<file path="src/rtl/seq_scan_pkg.sv">
// Shared types and default widths for the serial pattern-scan controller.
package seq_scan_pkg;
    localparam int DEF_DATA_W  = 8;
    localparam int DEF_PAT_LEN = 4;
    localparam int DEF_CNT_W   = 8;

    typedef enum logic [1:0] {
        IDLE  = 2'd0,
        SHIFT = 2'd1,
        DONE  = 2'd2
    } state_t;
endpackage

</file>
<file path="src/rtl/seq_window.sv">
// Sliding PAT_LEN-bit window with fill tracking and pattern compare.
// SEQ_SCAN_OVERLAP_EN keeps the window full after a hit so overlapping occurrences count.
module seq_window
    import seq_scan_pkg::*;
#(
    parameter int PAT_LEN = DEF_PAT_LEN
) (
    input  logic               clk,
    input  logic               rst,
    input  logic               clr,
    input  logic               shift,
    input  logic               bit_in,
    input  logic [PAT_LEN-1:0] pat_q,
    output logic               hit
);
    localparam int FILL_W = $clog2(PAT_LEN + 1);
    localparam logic [FILL_W-1:0] FULL = FILL_W'(PAT_LEN);

    logic [PAT_LEN-1:0] window_q, window_d;
    logic [FILL_W-1:0]  fill_q, fill_d, fill_inc;

    always_comb begin
        window_d = {window_q[PAT_LEN-2:0], bit_in};
        fill_inc = (fill_q == FULL) ? fill_q : fill_q + 1'b1;
        hit      = shift && (fill_inc == FULL) && (window_d == pat_q);
`ifdef SEQ_SCAN_OVERLAP_EN
        fill_d   = fill_inc;
`else
        fill_d   = hit ? '0 : fill_inc;
`endif
    end

    always_ff @(posedge clk) begin
        if (!rst || clr) begin
            window_q <= '0;
            fill_q   <= '0;
        end else if (shift) begin
            window_q <= window_d;
            fill_q   <= fill_d;
        end
    end
endmodule

</file>
<file path="src/rtl/seq_scan_ctrl.sv">
// Serializes each accepted word MSB-first through seq_window and counts pattern hits.
// Build option SEQ_SCAN_OVERLAP_EN selects overlapping detection.
module seq_scan_ctrl
    import seq_scan_pkg::*;
#(
    parameter int DATA_W  = DEF_DATA_W,
    parameter int PAT_LEN = DEF_PAT_LEN,
    parameter int CNT_W   = DEF_CNT_W
) (
    input  logic               clk,
    input  logic               rst,
    input  logic [DATA_W-1:0]  in_data,
    input  logic               in_valid,
    output logic               in_ready,
    input  logic [PAT_LEN-1:0] pat,
    input  logic               clr,
    output logic               match,
    output logic               done,
    output logic [CNT_W-1:0]   match_cnt
);
    localparam int BC_W = $clog2(DATA_W + 1);

    state_t             state_q;
    logic [DATA_W-1:0]  sreg_q;
    logic [PAT_LEN-1:0] pat_q;
    logic [BC_W-1:0]    bit_cnt_q;
    logic               match_q, done_q;
    logic [CNT_W-1:0]   cnt_q;
    logic               shift, hit;

    function automatic logic [CNT_W-1:0] sat_inc(input logic [CNT_W-1:0] v);
        return (&v) ? v : v + 1'b1;
    endfunction

    assign shift     = (state_q == SHIFT) && !clr;
    assign in_ready  = (state_q == IDLE);
    assign match     = match_q;
    assign done      = done_q;
    assign match_cnt = cnt_q;

    seq_window #(.PAT_LEN(PAT_LEN)) u_window (
        .clk    (clk),
        .rst    (rst),
        .clr    (clr),
        .shift  (shift),
        .bit_in (sreg_q[DATA_W-1]),
        .pat_q  (pat_q),
        .hit    (hit)
    );

    // Shift register and pattern latch are data-only and need no reset.
    always_ff @(posedge clk) begin
        if (state_q == IDLE && in_valid && !clr) begin
            sreg_q <= in_data;
            pat_q  <= pat;
        end else if (shift) begin
            sreg_q <= {sreg_q[DATA_W-2:0], 1'b0};
        end
    end

    always_ff @(posedge clk) begin
        if (!rst) begin
            state_q   <= IDLE;
            bit_cnt_q <= '0;
            match_q   <= 1'b0;
            done_q    <= 1'b0;
            cnt_q     <= '0;
        end else if (clr) begin
            state_q   <= IDLE;
            bit_cnt_q <= '0;
            match_q   <= 1'b0;
            done_q    <= 1'b0;
            cnt_q     <= '0;
        end else begin
            match_q <= 1'b0;
            done_q  <= 1'b0;
            case (state_q)
                IDLE: begin
                    if (in_valid) begin
                        bit_cnt_q <= '0;
                        state_q   <= SHIFT;
                    end
                end
                SHIFT: begin
                    bit_cnt_q <= bit_cnt_q + 1'b1;
                    match_q   <= hit;
                    if (hit) cnt_q <= sat_inc(cnt_q);
                    if (bit_cnt_q == BC_W'(DATA_W - 1)) begin
                        state_q <= DONE;
                        done_q  <= 1'b1;
                    end
                end
                DONE:    state_q <= IDLE;
                default: state_q <= IDLE;
            endcase
        end
    end
endmodule
</file>
<file path="config.mk">
export PLATFORM = sky130hd
export DESIGN_NAME = seq_scan_ctrl
export DESIGN_NICKNAME = d
export VERILOG_FILES = /design/src/rtl/seq_scan_pkg.sv /design/src/rtl/seq_window.sv /design/src/rtl/seq_scan_ctrl.sv
export SDC_FILE = /design/constraint.sdc
export NUM_CORES = 1
export LEC_CHECK = 0
export ABC_CLOCK_PERIOD_IN_PS = 2300
export CAP_MARGIN = 0
export CORE_ASPECT_RATIO = 0.8
export CORE_MARGIN = 4
export CORE_UTILIZATION = 51
export DETAILED_ROUTE_END_ITERATION = 7
export PLACE_DENSITY = 0.78
export SYNTH_ARGS = -nofsm -noshare
export SYNTH_HDL_FRONTEND = slang
export SYNTH_SLANG_ARGS = --single-unit
</file>
<file path="constraint.sdc">
create_clock -name clk -period 2.3 [get_ports clk]
set_input_delay 0.345 -clock clk [delete_from_list [all_inputs] [get_ports clk]]
set_output_delay 0.345 -clock clk [all_outputs]
set_load 0.1 [all_outputs]
</file>
==> results.cfg, run 1 <==
[routing]
routedWlPerCell_um = 16.02
route.antenna.remaining_nets = 0
wirelength_mm = 3.621
drc = 0
vias_per_cell = 5.664
first_pass_iters = 4
via_count = 1280
drt_iter0_drc = 71

[timing]
final-max-slew-violation-count = 0
setup-tns-final_ns = 0
tightest_slew_ns = 0.4101
setup_viol = 0
fmax_mhz = 443.6
period_share_pct = 98.02
relSlewSlack_pct = 71.96
finalClockSkew_ns = 0.002654
finalHoldViolations = 0
min_period_ns = 2.255

[worst_setup_path]
cp.required_ns = 2.52
crit_type = reg2reg
cp_max_fo = 8
startpoint_type = flip-flop
setup.worst_path.end_class = flip-flop
arrival_ns = 2.48

[floorplanning]
die_w_um = 69.22
pin_count = 27
die_y_um = 56.98
initial_utilization_pct = 54.46
core_area_um2 = 2808
row_count = 17
die_area_um2 = 3944

[synth]
synth_area_um2 = 1529
syn_inst = 150
synth-xor-area-share_pct = 3.437
synth-compound-area-share_pct = 12.19
ys_seq_area_share_pct = 52.37
synthMuxAreaShare_pct = 6.547
synth_warnings = 0
synth-simple-area-share_pct = 19.97
syn_nets = 170
synth-seq-cells = 34
avgSynthCellArea_um2 = 10.19
synth_top_family_by_area = simple AND/OR/NAND/NOR gates
synth_fa_ha_area_share_pct = 3.273
synth.distinct_cells = 34

[power_and_ir_drop]
comb_power_share_pct = 8.3
p_leak_nw = 0.7205
power_density_nw_per_um2 = 596.8
ir_drop_mv = 0.4888
p_clk_share_pct = 37.2
switchingPower_mw = 0.2604
seq_power_share_pct = 54.5
intPower_mw = 0.9246
swShare_pct = 21.98

[placed_design]
globalplace.congestion = 0.8318
port_buffers = 26
place_hpwl_mm = 2.622
place_area_um2 = 1843

[status]
outcome = finished clean

[global_route]
grt_overflow_total = 0
grt_max_degree = 21
grt_pass1_wl_mm = 5.754
first_global_vias = 1262
antenna_found_initial = 0
grt_usage_pct = 18.53

[clock_network]
cts_made_buffers = 5
clk_pin_slew_ns = 0.07
cts_max_path_buffers = 2
htree_levels = 2
cts.sinks = 34
insertion_delay_ns = 0.28
root_buffer = clkbuf_8
cts_tree = yes

[hold_path]
min_path_type = reg2reg

[cells_and_area]
fin_area_um2 = 1986
n_antenna_cell = 0
drive_gt1_share_pct = 24.47
synthToLayoutAreaGrowth_pct = 29.87
fin_nets = 207

[run]
drv_cap = 0
==> timing repair <==
action | 4_1_cts | 5_1_grt
hold buffers | 0 | 0
setup endpoints to repair | 0 | 4
resized for setup | 0 | 11
buffers inserted | 0 | 3
==> flip-flops by register name (all words and copies together) (netlist names) <==
| signal | count |
|---|---|
| u_window.fill_q | 3 |
| u_window.window_q | 3 |
| match_cnt | 8 |
| state_q | 2 |
| sreg_q | 8 |
| match | 1 |
| pat_q | 4 |
| done | 1 |
| bit_cnt_q | 4 |
==> metrics by stage <==
stage          util [%]  worst slack, ns  std cells  total power, mW  hold slack, ns
6_report          70.72          0.04549        226            1.185          0.4736
5_1_grt           70.72         -0.02899        226            1.237          0.4960
4_1_cts           68.85          0.01835        223            1.186          0.4802
2_1_floorplan         -          0.09207        150           0.7065          0.4439
3_5_place_dp      65.64          0.03981        215           0.7552          0.4708
3_3_place_gp      65.64           0.1569        215           0.7505          0.4616
==> logic make-up (layout without fill, tap and decap cells) <==
group	Yosys count	in the layout
DFF	34	34
muxes	9	9
and+or+nand+nor	59	59
xor gates and xnor gates	6	6
AOI/OAI and AO/OA	30	30
adders and majority gates	4	4
buffers and inverters	8	46
==> cells in the mapped netlist <==
cell / count / share of area [%]
dfxtp_1: 22 / 29
nand2_1: 18 / 4.4
a21oi_1: 15 / 4.9
edfxtp_1: 12 / 24
nor2_1: 11 / 2.7
mux2_2: 8 / 5.9
xnor2_1: 6 / 3.4
clkbuf_1: 5 / 1.2
nand3_1: 5 / 1.6
or4_1: 5 / 2.5
ha_1: 4 / 3.3
o31ai_1: 4 / 2.0
a22oi_1: 3 / 1.5
nand4_1: 3 / 1.2
nor4_1: 3 / 1.2
and3_1: 2 / 0.82
inv_1: 2 / 0.49
nand2b_1: 2 / 0.82
nor2b_1: 2 / 0.82
nor3_1: 2 / 0.65
o21ai_0: 2 / 0.65
or3_1: 2 / 0.82
a2111oi_0: 1 / 0.57
a211oi_1: 1 / 0.49
a21o_1: 1 / 0.49
and2_1: 1 / 0.41
and4_1: 1 / 0.57
and4b_1: 1 / 0.65
buf_4: 1 / 0.49
mux2i_1: 1 / 0.65
o211a_1: 1 / 0.65
o211ai_1: 1 / 0.49
o21bai_1: 1 / 0.49
or4_4: 1 / 0.74
==> critical path: stages (launching register included) <==
cell	delay [ns]
dfxtp_2	0.32
inv_1	0.06
ha_1	0.32
o21bai_1	0.18
or4_4	0.62
or4_4	0.54
a21oi_2	0.15
==> cells in the final DEF, fill, tap and decap left out, drive strengths merged <==
cell type / instances
a21oi: 15
o31ai: 4
o211a: 1
xnor2: 6
nand3: 5
a21o: 1
nand2b: 2
and4: 1
clkinv: 2
nand4: 3
nor2: 11
mux2: 8
or3: 2
dfxtp: 22
o211ai: 1
buf: 21
mux2i: 1
inv: 2
and4b: 1
a2111oi: 1
ha: 4
nand2: 18
a22oi: 3
a211oi: 1
clkbuf: 6
o21bai: 1
and2: 1
o21ai: 2
nor2b: 2
nor3: 2
edfxtp: 12
nor4: 3
or4: 6
clkdlybuf4s50: 15
and3: 2
==> layout make-up <==
class	instances	area, um2
Sequential cell	34	803.3
Clock buffer	6	82.58
Fill cell	226	822.0
Clock inverter	2	7.507
Inverter	2	7.507
Tap cell	38	47.55
Timing Repair Buffer	36	307.8
Multi-Input combinational cell	108	729.5
==> power groups by stage <==
stage	clock network, mW	registers [mW]	logic, mW
2_1_floorplan	0	0.657	0.0493
3_3_place_gp	0	0.658	0.0922
3_5_place_dp	0	0.659	0.0959
4_1_cts	0.443	0.646	0.0966
5_1_grt	0.485	0.646	0.106
6_report	0.441	0.646	0.0985
==> final timing paths <==
path / cells past startpoint / slack [ns] / from / end
hold reg to reg: 2 / 0.47 / u_window.window_q[2] / u_window.window_q[2]
setup / recovery: 6 / 0.05 / u_window.fill_q[0] / match_cnt[7]
hold / removal: 2 / 0.47 / u_window.window_q[2] / u_window.window_q[2]
setup reg to reg: 6 / 0.05 / u_window.fill_q[0] / match_cnt[7]
==> routing by layer <==
layer / GRT usage, % / part of all wire, %
met4: 10.03 / 1.4
met1: 20.53 / 41
met2: 32.34 / 53
met5: 0 / 0
met3: 5.458 / 4.7
(Power assumes the default switching activity.)
==> run 2, diff against run 1 <==
- CORE_UTILIZATION: 51 -> 52
- PLACE_DENSITY: 0.78 -> 0.79
- SYNTH_HIERARCHICAL: unset -> 1
==> results.cfg, run 2 <==
[routing]
drc = 0
vias_per_cell = 5.632
wirelength_mm = 3.557
via_count = 1256
drt_iter0_drc = 99
route.antenna.remaining_nets = 0
routedWlPerCell_um = 15.95
first_pass_iters = 4

[placed_design]
place_hpwl_mm = 2.674
globalplace.congestion = 0.8980
place_area_um2 = 1927
dp_cells = 215
pre_cts_slack_ns = -0.02838
port_buffers = 26

[cells_and_area]
fin_cells = 223
synthToLayoutAreaGrowth_pct = 28.23
final_util_pct = 71.52
fillers = 220
fin_nets = 204
drive_gt1_share_pct = 21.08
final_cell_mix = 21 x dfxtp_1, 21 x buf_4, 19 x nor2_1
n_antenna_cell = 0
fin_area_um2 = 2023

[floorplanning]
row_count = 17
die_w_um = 69.59
pin_count = 27
die_area_um2 = 3985
initial_utilization_pct = 55.77
die_y_um = 57.27
core_area_um2 = 2829

[global_route]
grt_pass1_wl_mm = 5.865
grt_overflow_total = 0
antenna_found_initial = 0
grt_usage_pct = 18.99
first_global_vias = 1281
grt_max_degree = 13

[worst_setup_path]
crit_path_end = match_cnt[5]
startpoint = u_window/fill_q[0]
crit_type = reg2reg
critical_path_buf_inv_count = 0
cp_slowest_cell = or4_1
reg2reg_slack_ns = 0.13
cp_top_family = simple AND/OR/NAND/NOR gates
reg2reg_depth = 8
arrival_ns = 2.40
critical_path_depth = 8
slowest_delay_ns = 0.41
worstReg2RegStart = u_window/fill_q[0]
cp.required_ns = 2.53
setup.worst_path.end_class = flip-flop
startpoint_type = flip-flop
path_cells = ha_1, and4bb_1, nor3_2, nor4_4, nand4_1, or3_4, or4_1, nand2_1
r2r_end = match_cnt[5]
cp_max_fo = 6

[synth]
synth-seq-cells = 34
synth_edf_count = 12
async_reset_ff_share_pct = 0
netlist_top_cells_area = dfxtp_1 28%, edfxtp_1 23%, mux2_1 5.0%, nor2_1 4.8%, ha_1 3.2%
avgSynthCellArea_um2 = 10.88
ys_seq_area_share_pct = 50.75
syn_nets = 165
yosysMostFrequentCell = dfxtp_1
yosysTopAreaCellShare_pct = 27.91
syn_inst = 145
netlist.top_cell.by_area = dfxtp_1
synth_top_cells_by_count = 22 x dfxtp_1, 20 x nor2_1, 12 x edfxtp_1
synth_area_um2 = 1578
yosys_most_used_dff = dfxtp_1
synth_warnings = 6
synth.distinct_cells = 43

[power_and_ir_drop]
power_mw = 1.155
power_density_nw_per_um2 = 570.8
ir_drop_mv = 0.4114
p_leak_nw = 0.7377

[clock_network]
cts.sinks = 34
cts_tree = yes
cts_made_buffers = 5
htree_levels = 2
post_cts_buffers = 0
clk_pin_slew_ns = 0.06
root_buffer = clkbuf_8
cts_max_path_buffers = 2
insertion_delay_ns = 0.28

[timing]
final-max-slew-violation-count = 0
relSlewSlack_pct = 66.14
period_share_pct = 94.46
rsz0062_at_grt = false
setup_viol = 0
fmax_mhz = 460.3
min_period_ns = 2.172
finalClockSkew_ns = 0.005697
postLayoutSetupSlackWorst_ns = 0.1275
finalHoldViolations = 0
setup-tns-final_ns = 0
tightest_slew_ns = 0.5068
whs_ns = 0.5205

[run]
drv_cap = 0

[hold_path]
hp-start = match_cnt[1]
min_path_type = reg2reg

[status]
outcome = finished clean
[run 2: cell types whose count changed in the layout (fill, tap and decap cells not counted), sizes merged, moves of 3 or more]
cell / before / now
nor3: 2 / 9
a21oi: 15 / 3
o31ai: 4 / 1
nand3: 5 / 8
nor2: 11 / 20
mux2i: 1 / 4
or4: 6 / 1
nand2: 18 / 4
[run 2: final cells by class]
type | count | area, um2 | share of cell area, %
flip-flops and latches | 34 | 804.5 | 39.77
clock buffers | 8 | 80.08 | 3.958
multi-input cells | 104 | 772.0 | 38.16
repair buffers | 36 | 307.8 | 15.21
inverters | 3 | 11.26 | 0.5566
well taps | 38 | 47.55 | 2.350
[run 2: worst min path at each step]
stage                   end  cells after the start
6_report       match_cnt[1]                      2
5_1_grt        bit_cnt_q[3]                      2
4_1_cts        match_cnt[1]                      2
3_5_place_dp   bit_cnt_q[3]                      2
3_3_place_gp   bit_cnt_q[3]                      2
2_1_floorplan      pat_q[0]                      0
[run 2: worst register-to-register path, cell delays in order, from the launching register on]
cell	delay, ns
dfxtp_4	0.36
ha_1	0.23
and4bb_1	0.30
nor3_2	0.07
nor4_4	0.16
nand4_1	0.16
or3_4	0.36
or4_1	0.41
nand2_1	0.07
[run 2: repair_timing]
| action | 4_1_cts | 5_1_grt |
|---|---|---|
| hold buffers | 0 | 0 |
| endpoints found under the setup margin | 0 | 5 |
| gates resized for setup | 0 | 5 |
[run 2: routing by layer]
layer	GRT usage [%]	up-vias	share of wire [%]	wire length [um]
li1	-	616	-	-
met1	21.33	611	41	1466
met2	33.15	24	54	1911
met3	5.106	5	3.2	114
met4	10.31	0	1.8	65
met5	0	-	0	0
[run 2: cell families after synthesis]
logic type,count (synthesis),share of synthesized area (%)
multiplexers,12,8.248
AO/OA/AOI/OAI,19,8.882
AND/OR/NAND/NOR,62,22.36
XOR/XNOR,7,3.886
flip-flops,34,50.75
adder cells (fa/ha/maj),4,3.172
buffers and inverters,7,2.696
[run 2: where the power goes]
part / switching [mW] / leakage [nW] / internal (mW) / total (mW)
combinational: 0.0464 / 0.406 / 0.0489 / 0.0954
sequential: 0.00511 / 0.292 / 0.637 / 0.642
clock: 0.203 / 0.0395 / 0.215 / 0.418
==> run 3, diff against run 2 <==
- CORE_MARGIN: 4 -> 2
==> results.cfg, run 3 (synthesized netlist as in run 2, its figures left out) <==
[status]
outcome = finished clean

[timing]
relSlewSlack_pct = 68.82
finalClockSkew_ns = 0.004905
setup-tns-final_ns = 0
fmax_mhz = 461.5
finalHoldViolations = 0
tightest_slew_ns = 0.4668
postLayoutSetupSlackWorst_ns = 0.1333
period_share_pct = 94.21
min_period_ns = 2.167
setup_viol = 0
rsz0062_at_grt = false
final-max-slew-violation-count = 0

[worst_setup_path]
startpoint_type = flip-flop
reg2reg_depth = 8
arrival_ns = 2.39
cp.required_ns = 2.52
cp_max_fo = 6
crit_type = reg2reg
setup.worst_path.end_class = flip-flop

[clock_network]
cts_made_buffers = 5
postCtsHoldBufs = 0
root_buffer = clkbuf_8
cts_max_path_buffers = 2
cts.sinks = 34
cts_resized = 0
clk_pin_slew_ns = 0.06
cts_tree = yes
insertion_delay_ns = 0.28
post_cts_buffers = 0
htree_levels = 2

[cells_and_area]
final_util_pct = 71.16
n_antenna_cell = 0
synthToLayoutAreaGrowth_pct = 27.60
fin_cells = 223
final_cell_mix = 21 x dfxtp_1, 21 x buf_4, 19 x nor2_1
fin_nets = 204
drive_gt1_share_pct = 20.00

[global_route]
grt_pass1_wl_mm = 5.457
first_global_vias = 1224
grt_usage_pct = 21.49
antenna_found_initial = 0
grt_max_degree = 13
grt_overflow_total = 0

[floorplanning]
die_y_um = 53.27
die_area_um2 = 3493
row_count = 17
initial_utilization_pct = 55.77
die_w_um = 65.59
pin_count = 27
core_area_um2 = 2829

[routing]
via_count = 1212
drt_iter0_drc = 68
route.antenna.remaining_nets = 0
wirelength_mm = 3.229
first_pass_iters = 4
drc = 0
vias_per_cell = 5.435
routedWlPerCell_um = 14.48

[power_and_ir_drop]
power_mw = 1.144
ir_drop_mv = 0.3931
power_density_nw_per_um2 = 568.2
p_leak_nw = 0.7359

[hold_path]
holdPathStages = 1
min_path_type = reg2reg

[placed_design]
port_buffers = 26
dp_cells = 215
pre_cts_slack_ns = -0.03814
globalplace.congestion = 0.7959
place_hpwl_mm = 2.390

[run]
drv_cap = 0
run 3: cell count changes in the layout (fill, tap and decap cells not counted):
cell / previous run / this run
nor3_1: 7 / 8
nor3_2: 2 / 1
or3_4: 1 / 0
or3_1: 0 / 1
run 3: critical path: stages (launching register included):
cell,delay [ns]
dfxtp_4,0.36
ha_1,0.23
and4bb_1,0.30
nor3_2,0.07
nor4_4,0.15
nand4_1,0.15
or3_1,0.34
or4_1,0.42
nand2_1,0.09
run 3: metal layers:
metal / routed length (um) / global-route usage [%] / vias to the layer above
li1: - / - / 612
met1: 1447 / 24.76 / 568
met2: 1592 / 37.24 / 26
met3: 133 / 5.745 / 6
met4: 56 / 10.76 / 0
met5: 0 / 0 / -
run 3: path summary, 6_finish.rpt:
check	start	end	slack (ns)
setup / recovery	u_window/fill_q[0]	match_cnt[5]	0.13
hold / removal	sreg_q[6]	sreg_q[7]	0.53
setup reg to reg	u_window/fill_q[0]	match_cnt[5]	0.13
hold reg to reg	sreg_q[6]	sreg_q[7]	0.53
run 3: area by class of cell:
type | count | area [um2]
Inverter | 3 | 11.26
Sequential cell | 34 | 804.5
Fill cell | 218 | 815.8
Clock buffer | 8 | 80.08
Tap cell | 38 | 47.55
Multi-Input combinational cell | 104 | 762.0
Timing Repair Buffer | 36 | 307.8
run 3: power breakdown:
part	switching, mW	internal [mW]
registers	0.00484	0.637
logic	0.0447	0.0488
clock network	0.194	0.215
total	0.244	0.900
run 3: metrics by stage:
step	cell area, um2	hold WS, ns
after floorplan	1609	0.4439
after global placement	1927	0.4851
after detailed placement	1927	0.5185
after CTS	2007	0.5278
after global routing	2013	0.5486
final	2013	0.5263
